$ cat src/rtl/servo_pkg.sv
// Shared constants and types for the servo pulse generator.
package servo_pkg;

    localparam int         DEF_CLK_HZ       = 12_000_000;
    localparam logic [9:0] DEF_MIN_POS      = 10'd228;
    localparam logic [9:0] DEF_MAX_POS      = 10'd830;
    localparam int         DEF_PULSE_MIN_US = 1000;
    localparam int         DEF_PULSE_MAX_US = 2000;
    localparam int         DEF_FRAME_US     = 20000;
    localparam int         DEF_SLEW_US      = 100;

    // Pulse width in microseconds
    typedef logic [10:0] width_t;

    localparam width_t CENTER_US = 11'd1500;

    // Clamp a full 32-bit position into [lo, hi]; the compare uses all 32 bits
    function automatic logic [9:0] clamp_pos(input logic [31:0] pos,
                                             input logic [9:0]  lo,
                                             input logic [9:0]  hi);
        if (pos < {22'd0, lo}) return lo;
        if (pos > {22'd0, hi}) return hi;
        return pos[9:0];
    endfunction

endpackage

$ cat src/rtl/pos_to_width.sv
// Clamps a sampled position and maps it to a pulse width with a
// 20-iteration restoring divider. done is high for one cycle, 21 cycles
// after start, while width holds the result.
module pos_to_width
    import servo_pkg::*;
#(
    parameter logic [9:0] MIN_POS      = DEF_MIN_POS,
    parameter logic [9:0] MAX_POS      = DEF_MAX_POS,
    parameter int         PULSE_MIN_US = DEF_PULSE_MIN_US,
    parameter int         PULSE_MAX_US = DEF_PULSE_MAX_US
) (
    input  logic        CLK,
    input  logic        SW1,
    input  logic        start,
    input  logic [31:0] pos,
    output width_t      width,
    output logic        done
);

    localparam logic [19:0] SPAN    = 20'(PULSE_MAX_US - PULSE_MIN_US);
    localparam logic [10:0] DIVISOR = 11'(MAX_POS - MIN_POS);
    localparam logic [4:0]  LAST_IT = 5'd19;

    typedef enum logic [1:0] {IDLE, RUN, DONE} div_state_t;

    div_state_t  state_q;
    logic [19:0] quo_q;
    logic [9:0]  rem_q;
    logic [4:0]  cnt_q;

    logic [9:0]  pos_c;
    logic [19:0] prod;
    logic [10:0] trial;
    logic [9:0]  rem_d;
    logic        bit_d;

    // Clamp the position and form the 20-bit dividend
    always_comb begin
        pos_c = clamp_pos(pos, MIN_POS, MAX_POS);
        prod  = 20'(pos_c - MIN_POS) * SPAN;
    end

    // One restoring step: shift in the next dividend bit, subtract if it fits
    always_comb begin
        trial = {rem_q, quo_q[19]};
        if (trial >= DIVISOR) begin
            rem_d = 10'(trial - DIVISOR);
            bit_d = 1'b1;
        end else begin
            rem_d = trial[9:0];
            bit_d = 1'b0;
        end
    end

    // Divider sequencing: load on start, 20 shift/subtract steps, one DONE cycle
    always_ff @(posedge CLK or posedge SW1) begin
        if (SW1) begin
            state_q <= IDLE;
            quo_q   <= '0;
            rem_q   <= '0;
            cnt_q   <= '0;
        end else begin
            case (state_q)
                IDLE: if (start) begin
                    quo_q   <= prod;
                    rem_q   <= '0;
                    cnt_q   <= '0;
                    state_q <= RUN;
                end
                RUN: begin
                    quo_q <= {quo_q[18:0], bit_d};
                    rem_q <= rem_d;
                    cnt_q <= cnt_q + 5'd1;
                    if (cnt_q == LAST_IT) state_q <= DONE;
                end
                DONE:    state_q <= IDLE;
                default: state_q <= IDLE;
            endcase
        end
    end

    // Quotient is below 2^11 by construction, so the low bits carry it
    assign width = width_t'(PULSE_MIN_US) + quo_q[10:0];
    assign done  = (state_q == DONE);

endmodule

$ cat src/rtl/servo_pwm.sv
// Hobby-servo PWM generator: fixed frame, pulse width mapped from the
// position sampled at each frame start, applied one frame later.
// Optional feature macro: SERVO_SLEW_LIMIT_EN limits the width change per
// frame to SLEW_US.
module servo_pwm
    import servo_pkg::*;
#(
    parameter int         CLK_HZ       = DEF_CLK_HZ,
    parameter logic [9:0] MIN_POS      = DEF_MIN_POS,
    parameter logic [9:0] MAX_POS      = DEF_MAX_POS,
    parameter int         PULSE_MIN_US = DEF_PULSE_MIN_US,
    parameter int         PULSE_MAX_US = DEF_PULSE_MAX_US,
    parameter int         FRAME_US     = DEF_FRAME_US,
    parameter int         SLEW_US      = DEF_SLEW_US
) (
    input  logic        CLK,
    input  logic        SW1,
    input  logic [31:0] i_pos,
    output logic        o_pwm,
    output logic        o_frame_start,
    output logic [10:0] o_width_us
);

    localparam int DIV   = CLK_HZ / 1_000_000;
    localparam int PSC_W = (DIV > 1) ? $clog2(DIV) : 1;
    localparam int US_W  = $clog2(FRAME_US);
    localparam logic [PSC_W-1:0] PSC_LAST = PSC_W'(DIV - 1);
    localparam logic [US_W-1:0]  US_LAST  = US_W'(FRAME_US - 1);

    logic [PSC_W-1:0] psc_q, psc_d;
    logic [US_W-1:0]  us_cnt_q, us_cnt_d;
    width_t           width_q, width_d;
    width_t           width_next_q, width_next_d;
    width_t           div_width;
    logic             div_done;
    logic             pwm_q, pwm_d;
    logic             fs_q;
    logic             tick, frame_start;

    pos_to_width #(
        .MIN_POS      (MIN_POS),
        .MAX_POS      (MAX_POS),
        .PULSE_MIN_US (PULSE_MIN_US),
        .PULSE_MAX_US (PULSE_MAX_US)
    ) u_map (
        .CLK   (CLK),
        .SW1   (SW1),
        .start (frame_start),
        .pos   (i_pos),
        .width (div_width),
        .done  (div_done)
    );

    // Microsecond prescaler and frame counter; the wrap tick starts a frame
    always_comb begin
        tick        = (psc_q == PSC_LAST);
        frame_start = tick && (us_cnt_q == US_LAST);
        psc_d       = tick ? '0 : psc_q + 1'b1;
        us_cnt_d    = us_cnt_q;
        if (frame_start)  us_cnt_d = '0;
        else if (tick)    us_cnt_d = us_cnt_q + 1'b1;
    end

    // Width register only moves at frame start; pulse compares against it
    always_comb begin
        width_next_d = div_done ? div_width : width_next_q;
        width_d      = width_q;
        if (frame_start) begin
`ifdef SERVO_SLEW_LIMIT_EN
            if ({1'b0, width_next_q} > {1'b0, width_q} + 12'(SLEW_US))
                width_d = width_q + 11'(SLEW_US);
            else if ({1'b0, width_next_q} + 12'(SLEW_US) < {1'b0, width_q})
                width_d = width_q - 11'(SLEW_US);
            else
                width_d = width_next_q;
`else
            width_d = width_next_q;
`endif
        end
        pwm_d = (32'(us_cnt_q) < 32'(width_q));
    end

    // State and output registers; reset clears the pin immediately
    always_ff @(posedge CLK or posedge SW1) begin
        if (SW1) begin
            psc_q        <= '0;
            us_cnt_q     <= '0;
            width_q      <= CENTER_US;
            width_next_q <= CENTER_US;
            pwm_q        <= 1'b0;
            fs_q         <= 1'b0;
        end else begin
            psc_q        <= psc_d;
            us_cnt_q     <= us_cnt_d;
            width_q      <= width_d;
            width_next_q <= width_next_d;
            pwm_q        <= pwm_d;
            fs_q         <= frame_start;
        end
    end

    assign o_pwm         = pwm_q;
    assign o_frame_start = fs_q;
    assign o_width_us    = width_q;

endmodule
$ cat config.mk
export PLATFORM = sky130hd
export DESIGN_NAME = servo_pwm
export DESIGN_NICKNAME = d
export VERILOG_FILES = /design/src/rtl/servo_pkg.sv /design/src/rtl/pos_to_width.sv /design/src/rtl/servo_pwm.sv
export SDC_FILE = /design/constraint.sdc
export NUM_CORES = 1
export LEC_CHECK = 0
export ABC_AREA = 1
export BUFFER_PORTS_ARGS = -buffer_cell sky130_fd_sc_hd__buf_2
export CAP_MARGIN = 30
export CORE_MARGIN = 3
export CORE_UTILIZATION = 62
export DETAILED_ROUTE_END_ITERATION = 8
export PLACE_DENSITY_LB_ADDON = 0.15
export RECOVER_POWER = 100
export SLEW_MARGIN = 5
export SYNTH_ARGS = -nofsm -noshare
export SYNTH_HDL_FRONTEND = slang
export SYNTH_SLANG_ARGS = --single-unit
$ cat constraint.sdc
create_clock -name CLK -period 3 [get_ports CLK]
set_input_delay 0.15 -clock CLK [delete_from_list [all_inputs] [get_ports CLK]]
set_output_delay 0.15 -clock CLK [all_outputs]
set_load 0.05 [all_outputs]
; ---- Word-level counts from Yosys, hierarchy flattened
; Cells that the tools add are included.
[classes]
mul = 1
shift = 0
eq_ne = 7
div = 0
bitwise_logic = 0
n_mux = 21
order_cmp = 4
n_reduce_logical = 6
addsub = 6
[op_table]
columns = operator, count
row1 = two-way mux 10 bit, 6
row2 = case mux 20 bit (2 select lines), 1
row3 = "greater-than comparator 32 x 10 -> 1 bit, second input constant", 1
row4 = "less-than comparator 32 x 8 -> 1 bit, second input constant", 1
row5 = two-way mux 15 bit, 2
row6 = "multiplier 20 x 7 -> 17 bit, second input constant", 1
row7 = two-way mux 20 bit, 1
row8 = case mux 10 bit (2 select lines), 1
row9 = "adder 15 x 1 -> 15 bit, second input constant", 1
row10 = "equality test 15 bit, second input constant", 1
row11 = less-than comparator 15 x 11 -> 1 bit, 1
row12 = "adder 10 x 11 -> 11 bit, first input constant", 1
row13 = ">= comparator 11 x 10 -> 1 bit, second input constant", 1
row14 = "subtractor 10 x 8 -> 11 bit, second input constant", 1
row15 = case mux 5 bit (2 select lines), 1
row16 = "subtractor 10 bit, second input constant", 1
row17 = "adder 5 x 1 -> 5 bit, second input constant", 1
row18 = "equality test 5 bit, second input constant", 1
row19 = two-way mux 5 bit, 1
row20 = "adder 4 x 1 -> 4 bit, second input constant", 1
row21 = "equality test 4 bit, second input constant", 1
row22 = two-way mux 1 bit, 4
row23 = two-way mux 2 bit, 2
row24 = two-way mux 4 bit, 1
row25 = other kinds (9), 11
[word_totals]
ramBits = 0
regBits = 80
latchBits = 0
in_bits = 34
wordCells = 55
mem_bits_ro = 0
n_memories = 0

; ---- Longest topological paths before layout
[logic_depth]
ltp_word = 9
mapped_depth = 30

; ---- Cells and area by module
; From an unflattened synthesis, not the netlist that was laid out.
[hier_totals]
cells_unflattened = 828
area_unflattened_um2 = 6603.8
[by_module_without_submodules]
columns = module, instances, area_per_inst_um2, cells_each
row1 = pos_to_width, 1, 4294.1, 561
row2 = servo_pwm, 1, 2309.7, 267

; ---- Least setup slack after synthesis
; No wires, ideal clock.
[synth_path]
kind = input-to-reg
start = in i_pos[10]
end = reg u_map.quo_q[19]
setup_slack_ns = -1.782
setup_time_ns = 0.125
path_buffers = 0
stages = 28
t_required_ns = 2.875
arrival_time_ns = 4.658
path_cell_list = or2_1 nor2_4 nand3_4 nor2_8 nand2_1 nand2_1 inv_1 nor2_1 nand3_1 nand2_1 inv_1 fa_1 fa_1 inv_1 fa_1 inv_1 fa_1 inv_1 ha_1 nand2_1 nor3_1 nand3_1 nand3_1 nand2_1 inv_1 o21ai_0 nand3b_1 nand3_1
[synth_via]
elab_chain_len = 9
word_cells_on_any_way = 12
[synth_rtl]
columns = element, line_no
row1 = start: declaration, servo_pwm.sv:18  ; input logic [31:0] i_pos,
row2 = greater-than comparator 32 x 10 -> 1 bit, servo_pkg.sv:22  ; if (pos > {22'd0, hi}) return hi;
row3 = two-way mux 1 bit (2 in a row), servo_pkg.sv:22
row4 = two-way mux 10 bit, servo_pkg.sv:23  ; return pos[9:0];
row5 = two-way mux 10 bit (*), servo_pkg.sv:22
row6 = subtractor 10 x 8 -> 11 bit (*), pos_to_width.sv:40  ; prod = 20'(pos_c - MIN_POS) * SPAN;
row7 = multiplier 20 x 7 -> 17 bit (*), pos_to_width.sv:40
row8 = two-way mux 20 bit (*), pos_to_width.sv:64  ; IDLE: if (start) begin
row9 = case mux 20 bit (2 select lines) (*), pos_to_width.sv:63  ; case (state_q)
row10 = end signal: assignment, pos_to_width.sv:65  ; quo_q <= prod;
row11 = end signal: assignment, pos_to_width.sv:71  ; quo_q <= {quo_q[18:0], bit_d};
row12 = end: declaration, pos_to_width.sv:27  ; logic [19:0] quo_q;
; Mark *: on every way between the ends. The rest lies on a longest branch, timed or not. The select of a mux whose other input is x is not followed.
; A chain may end at the register's enable or synchronous reset.

; ---- Final worst setup path
[layout_path]
start = in i_pos[17]
end = reg u_map.quo_q[16]
; Same word-level chain as after synthesis.

==> results.md <==
- DIE WIDTH: 107 um
- Cell taking the most area after synthesis: dfrtp_1
- Top-area cell type share of the netlist area: 0.262
- Post-synthesis cell area: 0.00630 mm2
- Ys Warns: 0
- Violated checks: max-capacitance violations, max-slew violations, negative setup slack
- Pre-Repair DR Iteration Count: 7
- Pwr Total: 2.53 mW
- Clock power share: 0.418
- Slowest CP cell: fa_1
- Iteration-0 DRC Markers: 620
- Slew Viols, Final: 31
- Fillers: 454
- Netlist cell types: 51
- Via density per instance: 6.07
- Worst Clk Skew: 0.0106 ns
- CP Launch Type: primary input
- Pwr per Cell Area: 293 mW/mm2
- Starting density of the core: 0.642
- Layout cells sized above 1: 0.354
- Worst skew pair latency: 0.37 ns
- Die area: 0.0114 mm2
- Nets@finish: 1070
- CTS Buf Count: 9
- R2R cell count: 11
- Largest stage delay on the critical path: 0.56 ns
- Final Cycle Share: 1.63
- CTS tree: yes
- CP Depth: 32
- GP Congestion: 0.937
- RSZ-0062 raised after global routing: true
- I/O pin total: 47
- Die Y: 107 um
- Gr ovfl total: 0
- Buffer depth of the longest clock path: 2
- CP Max Fanout: 4
- Hold crit path type: in2async
- Post-Synthesis Cells: 787
- Placed cell area: 0.00762 mm2
- Slew headroom: -0.152
- Max_cap viols: 1
- Ys flop type: dfrtp_1
- Int Pwr: 1.90 mW
- WL per Instance: 20.0 um
- Initial antenna violation count: 0
- Hold Fails Final Rpt: 0
- # diodes: 0
- ANT nets after route: 0
- Final instance area: 0.00864 mm2
- Worst VDD drop: 243 uV
- Syn avg cell area: 8.01 um2
- Fmax: 205 MHz
- Logic pwr share: 0.152
- Share of the yosys chip area belonging to registers: 0.320
- Final wirelength: 22000 um
- Number of synthesized flops with an enable pin: 0
- CP Buf/Inv Count: 8
- Critical Path Source: i_pos[17]
- Worst-path clk slew: 0.08 ns
- Crit Reg-Reg Endpoint: u_map.quo_q[3]$_DFFE_PP0P_
- Total GRT Usage: 0.300
- Vias in the first global route: 6262
- H-tree level count: 3
- Synth Register Bits: 80
- Setup Viol. Count Final: 13
- Synth-to-layout area growth: 37.1%
- Top cell family by delay on the critical path: adder cells
- Leak Pwr: 4.11 nW
- R2R Setup Slk: 0.10 ns
- Cell Rows: 36
- Sw Pwr: 0.631 mW
- Post-synth ARST share: 1.00
- Clock root buffer: clkbuf_8
- Req. time, crit path: 3.24 ns
- WP data arrival: 5.13 ns
- CTS Sinks: 80
- Setup slack after layout: -1.89 ns
- FF-to-FF Start: psc_q[0]$_DFF_PP0_
- Detailed placement HPWL: 11700 um
- Fin crit period: 4.89 ns
- First-pass GRT wire length: 27600 um
- # DRC: 0
- Critical path endpoint: u_map.quo_q[16]$_DFFE_PP0P_
- Sequential share of power: 0.431
- Critical path endpoint category: flip-flop
- Core footprint: 0.00982 mm2
- Least-Margin Pin Slew: 1.73 ns
- Status: finished with violations
- Vias post-DR: 6666
- Most frequent CP cell: nand2_1
- Pre-CTS setup slack: -1.96 ns
- Largest net degree at the start of global routing: 43
- WS Path Type: in2reg
- Sw frac: 0.249
- Synth area leaders: dfrtp_1, fa_1, ha_1, inv_1, nand2_1
- PortBufs: 46
[sequential cells by signal, summed over array words and instances, names as in the netlist]
signal         count
o_frame_start      1
o_pwm              1
o_width_us        11
psc_q              4
u_map.cnt_q        5
u_map.quo_q       20
u_map.rem_q       10
u_map.state_q      2
us_cnt_q          15
width_next_q      11
[synth_stat cells, types with 2 or more instances]
cell      instances
nor2_2            2
inv_1           141
nand4_1           7
xor2_1           21
ha_1             44
nand3_2           4
or2_1             2
nand2_2           9
nand2_4           5
fa_1             31
nand2_1         141
dfrtp_1          66
nand3_1          48
nor4_1            4
o22ai_1           5
nand3b_1          3
clkinv_1          2
o21ai_1          23
o21ai_0          33
nor2_4            2
o211ai_1          5
and3_1            2
a21oi_4           2
clkbuf_1          7
dfstp_2          14
a31oi_1           3
a21boi_1          2
nor3_1           15
nor2_1           52
inv_2            15
o221ai_1         11
a21oi_1          39
nor3_2            2
o21ai_2           2
xnor2_1           5
conb_1            2
nand4_2           2
[per-layer routing]
metal  vias to the layer above  GRT usage  part of all wire
li1                       2878          -                 -
met1                      3154      0.320              0.33
met2                       443      0.580              0.52
met3                       191     0.0385             0.062
met4                         0      0.141             0.090
met5                         -          0                 0
[power groups by stage]
stage               sequential [mW]  combinational [mW]  clock, mW
floorplan                      1.11               0.174          0
global placement               1.11               0.280          0
detailed placement             1.11               0.289          0
CTS                            1.09               0.318       1.05
global route                   1.09               0.407       1.10
finish                         1.09               0.384       1.06
[worst min-delay path: cells and delay by family]
family	cells	cell delay, ns
buffers and inverters	3	0.92
[layout make-up]
cell class	instances	area (um2)	area share
timing repair buffer	167	1250	0.144
sequential	80	2020	0.234
clock buffer	9	124	0.0143
clock inverter	7	144	0.0166
inverter	158	601	0.0695
tap	133	166	0.0193
multi-input combinational	545	4340	0.502
[worst min-delay path by stage]
| stage | cells after the start | slack (ns) | start | endpoint |
|---|---|---|---|---|
| final | 3 | 0.28 | SW1 | u_map.rem_q[3]$_DFFE_PP0P_ |
| after global routing | 3 | 0.33 | SW1 | u_map.rem_q[3]$_DFFE_PP0P_ |
| after CTS | 3 | 0.23 | SW1 | u_map.rem_q[5]$_DFFE_PP0P_ |
| after detailed placement | 2 | 0.07 | SW1 | u_map.rem_q[3]$_DFFE_PP0P_ |
| after global placement | 2 | 0.07 | SW1 | u_map.rem_q[3]$_DFFE_PP0P_ |
| after floorplan | 3 | 0.42 | i_pos[2] | u_map.quo_q[5]$_DFFE_PP0P_ |
[through the flow]
| stage | hold WS, ns | util | cells | TNS, ns |
|---|---|---|---|---|
| after global routing | 0.326 | 0.880 | 1099 | -20.23 |
| after CTS | 0.233 | 0.839 | 1085 | -14.48 |
| after detailed placement | 0.0725 | 0.776 | 1056 | -20.46 |
| final | 0.285 | 0.880 | 1099 | -18.28 |
| after floorplan | 0.420 | - | 793 | -13.27 |
| after global placement | 0.0654 | 0.776 | 1056 | -19.12 |
[cells in the final DEF (no fill, tap or decap), drive strengths merged, types with 5 or more instances in the layout]
cell type	n
inv	155
nand2	155
buf	149
dfrtp	66
o21ai	58
nor2	57
nand3	53
ha	44
a21oi	41
fa	31
clkbuf	26
xor2	21
nor3	17
dfstp	14
o221ai	11
nand4	10
conb	8
o211ai	5
o22ai	5
xnor2	5
[cells by family after synthesis]
family          share of synthesized area
flops                               0.320
compound gates                      0.124
other cells                       0.00119
buf+inv                             0.102
xor+xnor                           0.0361
simple gates                        0.231
fa+ha+maj                           0.186
[repair_timing]
action | 4_1_cts | 5_1_grt
gates resized for setup | 50 | 90
pin swaps | 46 | 63
hold buffers | 1 | 0
setup endpoints to repair | 13 | 13
buffers inserted | 12 | 15
cloned | 0 | 0
endpoints found under the hold margin | 8 | 0
No activity file was read; power rests on OpenSTA's default activity.
